===== config.mk =====
export PLATFORM = sky130hd
export DESIGN_NAME = serial_adder
export DESIGN_NICKNAME = d
export VERILOG_FILES = /design/src/rtl/serial_adder.sv
export SDC_FILE = /design/constraint.sdc
export NUM_CORES = 1
export LEC_CHECK = 0
export ABC_CLOCK_PERIOD_IN_PS = 1600
export BUFFER_PORTS_ARGS = -buffer_cell sky130_fd_sc_hd__buf_2
export CAP_MARGIN = 20
export CORE_ASPECT_RATIO = 0.7
export CORE_MARGIN = 4
export CORE_UTILIZATION = 45
export CTS_CLUSTER_DIAMETER = 150
export CTS_CLUSTER_SIZE = 28
export DETAILED_ROUTE_END_ITERATION = 8
export PLACE_DENSITY = 0.66
export SYNTH_ARGS = -nofsm -noshare
export SYNTH_HDL_FRONTEND = slang
export SYNTH_SLANG_ARGS = --single-unit

===== constraint.sdc =====
create_clock -name clk -period 1.6 [get_ports clk]
set_input_delay 0.16 -clock clk [delete_from_list [all_inputs] [get_ports clk]]
set_output_delay 0.16 -clock clk [all_outputs]
set_load 0.02 [all_outputs]

===== src/rtl/serial_adder.sv =====
// Bit-serial W-bit adder: one full-adder slice plus a carry flop, LSB first, W+1 cycle latency.
// Define SERIAL_ADDER_SUB_EN to add the sub port (a - b via ~b and a forced carry-in of 1).
module serial_adder #(
  parameter int W = 8
) (
  input  logic         clk,
  input  logic         rst_n,
  input  logic         start,
  input  logic [W-1:0] a,
  input  logic [W-1:0] b,
  input  logic         ci,
`ifdef SERIAL_ADDER_SUB_EN
  input  logic         sub,
`endif
  output logic         busy,
  output logic         done,
  output logic [W-1:0] s,
  output logic         co
);

  localparam int CW = (W > 1) ? $clog2(W) : 1;

  typedef enum logic [1:0] {
    IDLE = 2'd0,
    RUN  = 2'd1,
    DONE = 2'd2
  } state_t;

  state_t          state_q, state_d;
  logic [W-1:0]    ra_q, ra_d;
  logic [W-1:0]    rb_q, rb_d;
  logic [W-1:0]    ps_q, ps_d;
  logic [W-1:0]    s_q, s_d;
  logic            c_q, c_d;
  logic            co_q, co_d;
  logic [CW-1:0]   cnt_q, cnt_d;

  logic [W-1:0]    b_load;
  logic            c_load;
  logic            fa_sum;
  logic            fa_carry;
  logic [W-1:0]    ps_next;

  // Operand conditioning at capture time; subtraction is a + ~b + 1.
  always_comb begin
`ifdef SERIAL_ADDER_SUB_EN
    b_load = sub ? ~b : b;
    c_load = sub ? 1'b1 : ci;
`else
    b_load = b;
    c_load = ci;
`endif
  end

  always_comb begin
    fa_sum   = ra_q[0] ^ rb_q[0] ^ c_q;
    fa_carry = (ra_q[0] & rb_q[0]) | (c_q & (ra_q[0] ^ rb_q[0]));
    ps_next  = (ps_q >> 1) | (W'(fa_sum) << (W - 1));
  end

  always_comb begin
    state_d = state_q;
    ra_d    = ra_q;
    rb_d    = rb_q;
    ps_d    = ps_q;
    s_d     = s_q;
    c_d     = c_q;
    co_d    = co_q;
    cnt_d   = cnt_q;

    case (state_q)
      IDLE, DONE: begin
        if (start) begin
          ra_d    = a;
          rb_d    = b_load;
          c_d     = c_load;
          ps_d    = '0;
          cnt_d   = '0;
          state_d = RUN;
        end else begin
          state_d = IDLE;
        end
      end

      RUN: begin
        ra_d  = ra_q >> 1;
        rb_d  = rb_q >> 1;
        c_d   = fa_carry;
        ps_d  = ps_next;
        cnt_d = cnt_q + CW'(1);
        // Last bit: publish the sum including this cycle's bit.
        if (cnt_q == CW'(W - 1)) begin
          s_d     = ps_next;
          co_d    = fa_carry;
          state_d = DONE;
        end
      end

      default: state_d = IDLE;
    endcase
  end

  always_ff @(posedge clk or negedge rst_n) begin
    if (!rst_n) begin
      state_q <= IDLE;
      ra_q    <= '0;
      rb_q    <= '0;
      ps_q    <= '0;
      s_q     <= '0;
      c_q     <= 1'b0;
      co_q    <= 1'b0;
      cnt_q   <= '0;
    end else begin
      state_q <= state_d;
      ra_q    <= ra_d;
      rb_q    <= rb_d;
      ps_q    <= ps_d;
      s_q     <= s_d;
      c_q     <= c_d;
      co_q    <= co_d;
      cnt_q   <= cnt_d;
    end
  end

  assign busy = (state_q == RUN);
  assign done = (state_q == DONE);
  assign s    = s_q;
  assign co   = co_q;

endmodule


Yosys cells after proc, flatten, opt, wreduce, memory -nomap -nowiden
Cells that the tools add are included.
- register bits after elaboration: 39
- input bits: 20
- output and inout bits: 11
- word-level logic and storage cells: 38
- add/sub/neg operators: 1
- equality and inequality tests: 5
- multiplexer cells: 13
- bitwise logic cells: 6
- reduce and logical (&&, ||, !) cells: 5
- operators by type and width (kind ; number):
    $pmux W8 S2 ; 3
    $mux W8 ; 3
    $or A7 B8 Y8 ; 1
    $pmux W3 S2 ; 1
    $pmux W2 S2 ; 1
    $reduce_and A2 Y1 ; 2
    $add A3 B1 Y3 const B ; 1
    $eq A3 B3 Y1 const B ; 1
    $mux W3 ; 1
    $and A1 B1 Y1 ; 2
    $eq A2 B1 Y1 const B ; 1
    $eq A2 B2 Y1 const B ; 1
    $logic_not A2 Y1 ; 1
    $mux W1 ; 2
    $mux W2 ; 1
    $ne A2 B1 Y1 const B ; 1
    $ne A2 B2 Y1 const B ; 1
    $pmux W1 S2 ; 1
    $reduce_bool A2 Y1 ; 1
    $reduce_or A2 Y1 ; 1
    $xor A1 B1 Y1 ; 2
    $or A1 B1 Y1 ; 1

Logic depth before layout (Yosys ltp)
Gate-level depths: netlist of run 1.
- depth after elaboration: 4
- gate-level depth with buffers: 5
- mapped depth without buffers: 4

Worst setup path after synthesis of run 1
No wires, ideal clock.
- path kind: register to register
- start point: register cnt_q[0]
- end point: register cnt_q[2]
- library setup time: 121 ps
- arrival: 1267 ps
- required time: 1479 ps
- path slack: 212 ps
- stages on the path, launching flop included: 5
- buffers on the path: 0
- clock period less this slack: 1388 ps
- cell sequence: dfrtp_1 ha_1 ha_1 mux2_1 a22o_1
- cells in the longest elaborated chain, start to end: 2
- ends and longest elaborated chain (what ; line ; text):
    start: declaration ; 36 ; logic [CW-1:0] cnt_q, cnt_d;
    start signal: assignment ; 121 ; cnt_q <= cnt_d;
    $add A3 B1 Y3 ; 90 ; cnt_d = cnt_q + CW'(1);
    $pmux W3 S2 ; 71 ; case (state_q)
Every way passes these cells.
A chain may end at the register's enable or synchronous reset.

Worst setup path after layout of run 1
- start point: register cnt_q[0]
- end point: register s_q[4] (netlist: s[4])
- cells in the longest elaborated chain, start to end: 2
- ends and longest elaborated chain (what ; line ; text):
    $eq A3 B3 Y1 ; 92 ; if (cnt_q == CW'(W - 1)) begin
    $reduce_and A2 Y1 (no source line) ; - ;
    end signal: assignment ; 109 ; s_q <= '0;
    end signal: assignment ; 118 ; s_q <= s_d;
    end: declaration ; 33 ; logic [W-1:0] s_q, s_d;
Every way passes these cells.

==> reports/summary.txt, run 1 <==
area of the core = 0.00365 mm2
Syn Nets = 162
most frequent cells in the layout = dfrtp_1 (37), buf_2 (30), a21oi_1 (15)
largest net degree at the start of global routing = 39
first-pass iteration count of the detailed router = 4
Worst Hold Depth = 2
Fin. Hold Viols = 0
Setup-failing EPs final = 0
Required @ worst endpoint = 1770 ps
first-pass GRT wire length = 5950 um
Total GRT Usage = 15.0%
max-slew violations = 0
Setup Skew = 10.1 ps
most common cell after layout, fill and taps aside = dfrtp_1
Layout area overhead = 16.3%
synth top area cells = dfrtp_1 (54%), mux2_4 (7.6%), a22o_1 (5.4%), mux2_2 (4.5%), a21oi_1 (4.2%)
gp weighted congestion = 0.717
yosys warns = 0
number of I/O pins = 31
share of layout cells above drive strength 1 = 37.1%
max-cap violations = 0
Antenna Cells = 0
CP arrival = 1610 ps
Initial Utilization = 48.5%
Hold Crit Class = primary input to register
hold endpoint = rb_q[7]$_DFFE_PN0P_
Seq/Total Area, Yosys = 53.7%
post-DR vias/cell = 5.13
RSZ-0062 raised after global routing = no
P_leak = 1.03 nW
Worst Hold Launch = b[7]
r2r setup slk = 160 ps
CP max FO = 10
Worst slew margin = 69.0%
register bit total from synthesis = 38
Final Util = 56.4%
vias in the first global route = 1241
HPWL after detailed placement = 2420 um
htree depth = 2
gr ovfl total = 0
worst slew pin tran = 465 ps
fmax = 694 MHz
Die ar. = 0.00501 mm2
largest area contributor in the netlist = dfrtp_1
crit path launch type = register
Buffers on Ports = 30
Die X = 82.9 um
total number of vias = 1154
Worst R2R Start = cnt_q[0]$_DFFE_PN0P_
worst vdd ir = 892 uV
Antenna Violating Nets Remaining = 0
Synth Instances = 139
worst reg2reg path endpoint = s[4]$_DFFE_PN0P_
R2R cell count = 4
synth unique cells = 25
CTS max path bufs = 2
clk sinks = 38
final worst path period need = 1440 ps
worst skew pair latency = 280 ps
drc violations = 0
Routed WL per cell = 14.9 um
Final nets = 197
CTS tree = built
Placed Instance Area = 0.00195 mm2
CTS buffer count = 5
Final Instance Area = 0.00206 mm2
Synth Cell Area = 0.00177 mm2
syn avg cell area = 12.7 um2
Die Ht = 60.5 um
clock transition at the registers of the reported paths = 80 ps
antenna violations before repair = 0
cell row count = 18
Yosys top cell area share = 53.7%
crit path capture type = register
clk root buf = clkbuf_8
DR iter-0 viols = 56
period utilisation layout = 90.0%
P per Cell Area = 1970 mW/mm2
status = completed
final wirelength = 3360 um
setup_tns = 0 ps
crit path kind = register to register
layout make-up:
| class | count | area [um2] |
|---|---|---|
| Clock inverter | 2 | 12.5 |
| Clock buffer | 6 | 82.6 |
| Multi-Input combinational cell | 78 | 689 |
| Sequential cell | 38 | 952 |
| Inverter | 15 | 61.3 |
| Tap cell | 50 | 62.6 |
| Fill cell | 331 | 1590 |
| Timing Repair Buffer | 36 | 198 |
critical path: stages (launching register included):
cell and delay [ps]:
dfrtp_1 410, ha_1 210, ha_1 250, nand2_8 140
mux2_4 310
worst max-delay path by stage:
stage                                 from  cells past startpoint  slack, ps                    to
CTS                 state_q[0]$_DFFE_PN0P_                      3         90                  done
detailed placement    cnt_q[0]$_DFFE_PN0P_                      4        160        co$_DFFE_PN0P_
floorplan             cnt_q[0]$_DFFE_PN0P_                      4        210  cnt_q[2]$_DFFE_PN0P_
global placement      cnt_q[0]$_DFFE_PN0P_                      4        200  cnt_q[2]$_DFFE_PN0P_
finish                cnt_q[0]$_DFFE_PN0P_                      4        160      s[4]$_DFFE_PN0P_
global route        state_q[0]$_DFFE_PN0P_                      3         70                  done
flip-flops by register name, summed over array words and instances, names as in the netlist:
| name | count |
|---|---|
| c_q | 1 |
| cnt_q | 3 |
| co | 1 |
| ps_q | 7 |
| ra_q | 8 |
| rb_q | 8 |
| s | 8 |
| state_q | 2 |
logic make-up (layout without fill, tap and decap cells):
kind of cell	after synthesis	after routing	share of synthesized area, %
flip-flops	38	38	53.7
multiplexers	21	21	15.0
XOR/XNOR	1	1	0.495
AO/OA/AOI/OAI	44	44	16.6
adder cells (fa/ha/maj)	3	3	2.55
buffers and inverters	23	59	7.28
AND/OR/NAND/NOR	9	9	4.31
where the power goes:
group	leakage (nW)	total, mW	internal, mW	switching (mW)
clock network	0.0472	0.673	0.346	0.327
logic	0.518	1.65	0.831	0.823
registers	0.464	1.72	1.39	0.332
per-layer routing:
| metal | part of all wire (%) | routed length [um] | GRT usage [%] | vias to the layer above |
|---|---|---|---|---|
| met1 | 54 | 1800 | 21.1 | 560 |
| met4 | 0.89 | 30 | 4.90 | 0 |
| met3 | 4.3 | 143 | 4.61 | 5 |
| met5 | 0 | 0 | 0 | - |
| li1 | - | - | - | 569 |
| met2 | 41 | 1390 | 22.6 | 20 |
what timing repair did:
action                     in CTS  in global routing
setup buffers                   0                  0
hold buffers                    1                  0
setup endpoints to repair       0                  1
resized for setup               0                  1
hold endpoints to repair       38                  0
synth_stat cells:
cell      number
buf_2          3
nor2b_1        4
inv_1         14
a22o_1        11
a21o_4         1
xnor2_1        1
mux2i_1        4
mux2_2         7
nand2b_1       1
buf_6          4
nand3_1        1
ha_1           2
fa_1           1
dfrtp_1       38
mux2_4         9
mux2_1         1
inv_6          1
o22ai_1       12
a21oi_1       15
nor2_2         1
buf_4          1
o21ai_0        2
a211oi_1       3
nand2b_4       1
nand2_8        1
stage by stage:
step	hold WS, ps	power (mW)	instances	worst slack [ps]
finish	93.3	4.05	225	159
CTS	84.6	4.09	225	86.7
detailed placement	233	3.40	216	157
global placement	228	3.32	216	199
floorplan	-136	2.94	139	212
global route	84.0	4.38	225	73.7
No activity file was read; power rests on OpenSTA's default activity.
==> run 2, diff against run 1 <==
ABC_CLOCK_PERIOD_IN_PS = 1200   (was 1600)
PLACE_DENSITY = 0.69   (was 0.66)
clock period = 1.2 ns   (was 1.6 ns; I/O delays follow)
==> reports/summary.txt, run 2 (synthesized netlist as in run 1, its figures left out) <==
antenna violations before repair = 0 (unchanged)
final wirelength = 3700 um (+10%)
Routed WL per cell = 15.2 um (+2.0%)
failing checks = negative setup slack
Worst slew margin = 85.7% (+17 points)
CP arrival = 1510 ps (-100 ps)
Layout area overhead = 30.8%
CP max FO = 2 (-8)
Antenna Violating Nets Remaining = 0 (unchanged)
P_leak = 1.15 nW (+12%)
period utilisation layout = 110% (+20 points)
R2R cell count = 4 (unchanged)
Final Util = 63.4% (+7.0 points)
final worst path period need = 1320 ps (-118 ps)
setup_tns = -1610 ps (-1610 ps)
most common cell after layout, fill and taps aside = dfrtp_1
Initial Utilization = 48.5% (unchanged)
most frequent cells in the layout = dfrtp_1 (37), buf_2 (28), a21oi_1 (15)
total number of vias = 1241 (+7.5%)
cell row count = 18 (unchanged)
Die Ht = 60.5 um (unchanged)
Placed Instance Area = 0.00208 mm2 (+6.5%)
Pint = 3.83 mW (+49%)
Final nets = 215 (+9.1%)
hold_ws = 54.0 ps (-39.3 ps)
status = complete, but fails checks
RSZ-0062 raised after global routing = yes
CTS max path bufs = 2 (unchanged)
post-DR vias/cell = 5.11 (-0.43%)
worst slew pin tran = 215 ps (-251 ps)
vias in the first global route = 1333 (+7.4%)
htree depth = 2 (unchanged)
Sw Pwr = 2.11 mW (+42%)
CTS tree = built
Switching Share = 35.5% (-1.1 points)
Final Instance Area = 0.00231 mm2 (+12%)
gp weighted congestion = 0.792 (+10%)
Worst R2R Start = cnt_q[0]$_DFFE_PN0P_
CTS buffer count = 5 (unchanged)
clk sinks = 38 (unchanged)
area of the core = 0.00365 mm2 (unchanged)
part of the power in combinational logic = 46.9% (+6.1 points)
Hold Crit Class = primary input to register
Antenna Cells = 0 (unchanged)
Required @ worst endpoint = 1380 ps (-390 ps)
max-slew violations = 0 (unchanged)
first-pass iteration count of the detailed router = 4 (unchanged)
Worst Setup SP = cnt_q[0]$_DFFE_PN0P_
Die ar. = 0.00501 mm2 (unchanged)
drc violations = 0 (unchanged)
r2r setup slk = -120 ps (-280 ps)
crit path capture type = register
Die X = 82.9 um (unchanged)
gr ovfl total = 0 (unchanged)
worst skew pair latency = 290 ps (about the same)
final worst slack = -123 ps (-282 ps)
P per Cell Area = 2570 mW/mm2 (+31%)
clock transition at the registers of the reported paths = 80 ps (about the same)
Fin. Hold Viols = 0 (unchanged)
share of layout cells above drive strength 1 = 46.1% (+9.0 points)
worst setup path endpoint = cnt_q[2]$_DFFE_PN0P_
first-pass GRT wire length = 6370 um (+7.0%)
fmax = 756 MHz (+8.9%)
Setup-failing EPs final = 32 (+32)
DR iter-0 viols = 109 (+95%)
largest net degree at the start of global routing = 39 (unchanged)
Total GRT Usage = 16.2% (+1.2 points)
crit path launch type = register
max-cap violations = 0 (unchanged)
Setup Skew = 8.80 ps (-1.25 ps)
HPWL after detailed placement = 2480 um (+2.8%)
number of I/O pins = 31 (unchanged)
clk root buf = clkbuf_8
worst vdd ir = 1090 uV (+22%)
worst reg2reg path endpoint = cnt_q[2]$_DFFE_PN0P_
part of the power in registers = 37.8% (-4.7 points)
Buffers on Ports = 30 (unchanged)
crit path kind = register to register
clock network power share = 15.2% (-1.4 points)
run 2: cell type report:
cell class	instances	area, um2
inverter	15	63.8
fill	293	1330
clock inverter	2	12.5
clock buffer	6	82.6
multi-input combinational	80	759
timing repair buffer	52	382
sequential	38	952
tap	50	62.6
run 2: power by group through the flow:
stage	clock, mW	combinational [mW]	sequential [mW]
2_1_floorplan	0	1.64	2.34
3_3_place_gp	0	2.40	2.25
3_5_place_dp	0	2.50	2.28
4_1_cts	0.925	2.65	2.25
5_1_grt	0.984	3.09	2.33
6_report	0.904	2.79	2.25
run 2: metal layers:
metal / GRT usage (%) / wire length (um) / vias up
li1: - / - / 603
met1: 22.1 / 1870 / 606
met2: 24.9 / 1640 / 27
met3: 4.61 / 154 / 5
met4: 6.29 / 36 / 0
met5: 0 / 0 / -
run 2: timing repair:
item | CTS | global route
hold endpoints to repair | 38 | 0
gates cloned | 1 | 1
pin swaps | 2 | 3
hold buffers | 1 | 0
buffers inserted | 4 | 1
gates resized for setup | 8 | 13
endpoints found under the setup margin | 17 | 35
run 2: through the flow:
stage | setup slack, ps | instances | total power, mW
global placement | -94.0 | 227 | 4.65
CTS | -125 | 241 | 5.82
global route | -161 | 243 | 6.41
finish | -123 | 243 | 5.94
detailed placement | -136 | 227 | 4.78
floorplan | -106 | 139 | 3.99
run 2: worst min-delay path by stage:
| stage | slack, ps | end | depth (start not counted) | startpoint |
|---|---|---|---|---|
| after floorplan | -180 | c_q$_DFFE_PN0P_ | 0 | rst_n |
| after global placement | 100 | co$_DFFE_PN0P_ | 2 | rst_n |
| after detailed placement | 100 | c_q$_DFFE_PN0P_ | 2 | rst_n |
| after CTS | 50 | rb_q[7]$_DFFE_PN0P_ | 2 | b[7] |
| after global routing | 70 | rb_q[7]$_DFFE_PN0P_ | 2 | b[7] |
| final | 50 | rb_q[7]$_DFFE_PN0P_ | 2 | b[7] |
run 2: critical path, cell delays in order, from the launching register on:
cell     delay (ps)
dfrtp_1         380
ha_2            200
ha_4            210
mux2_4          260
a22o_1          180
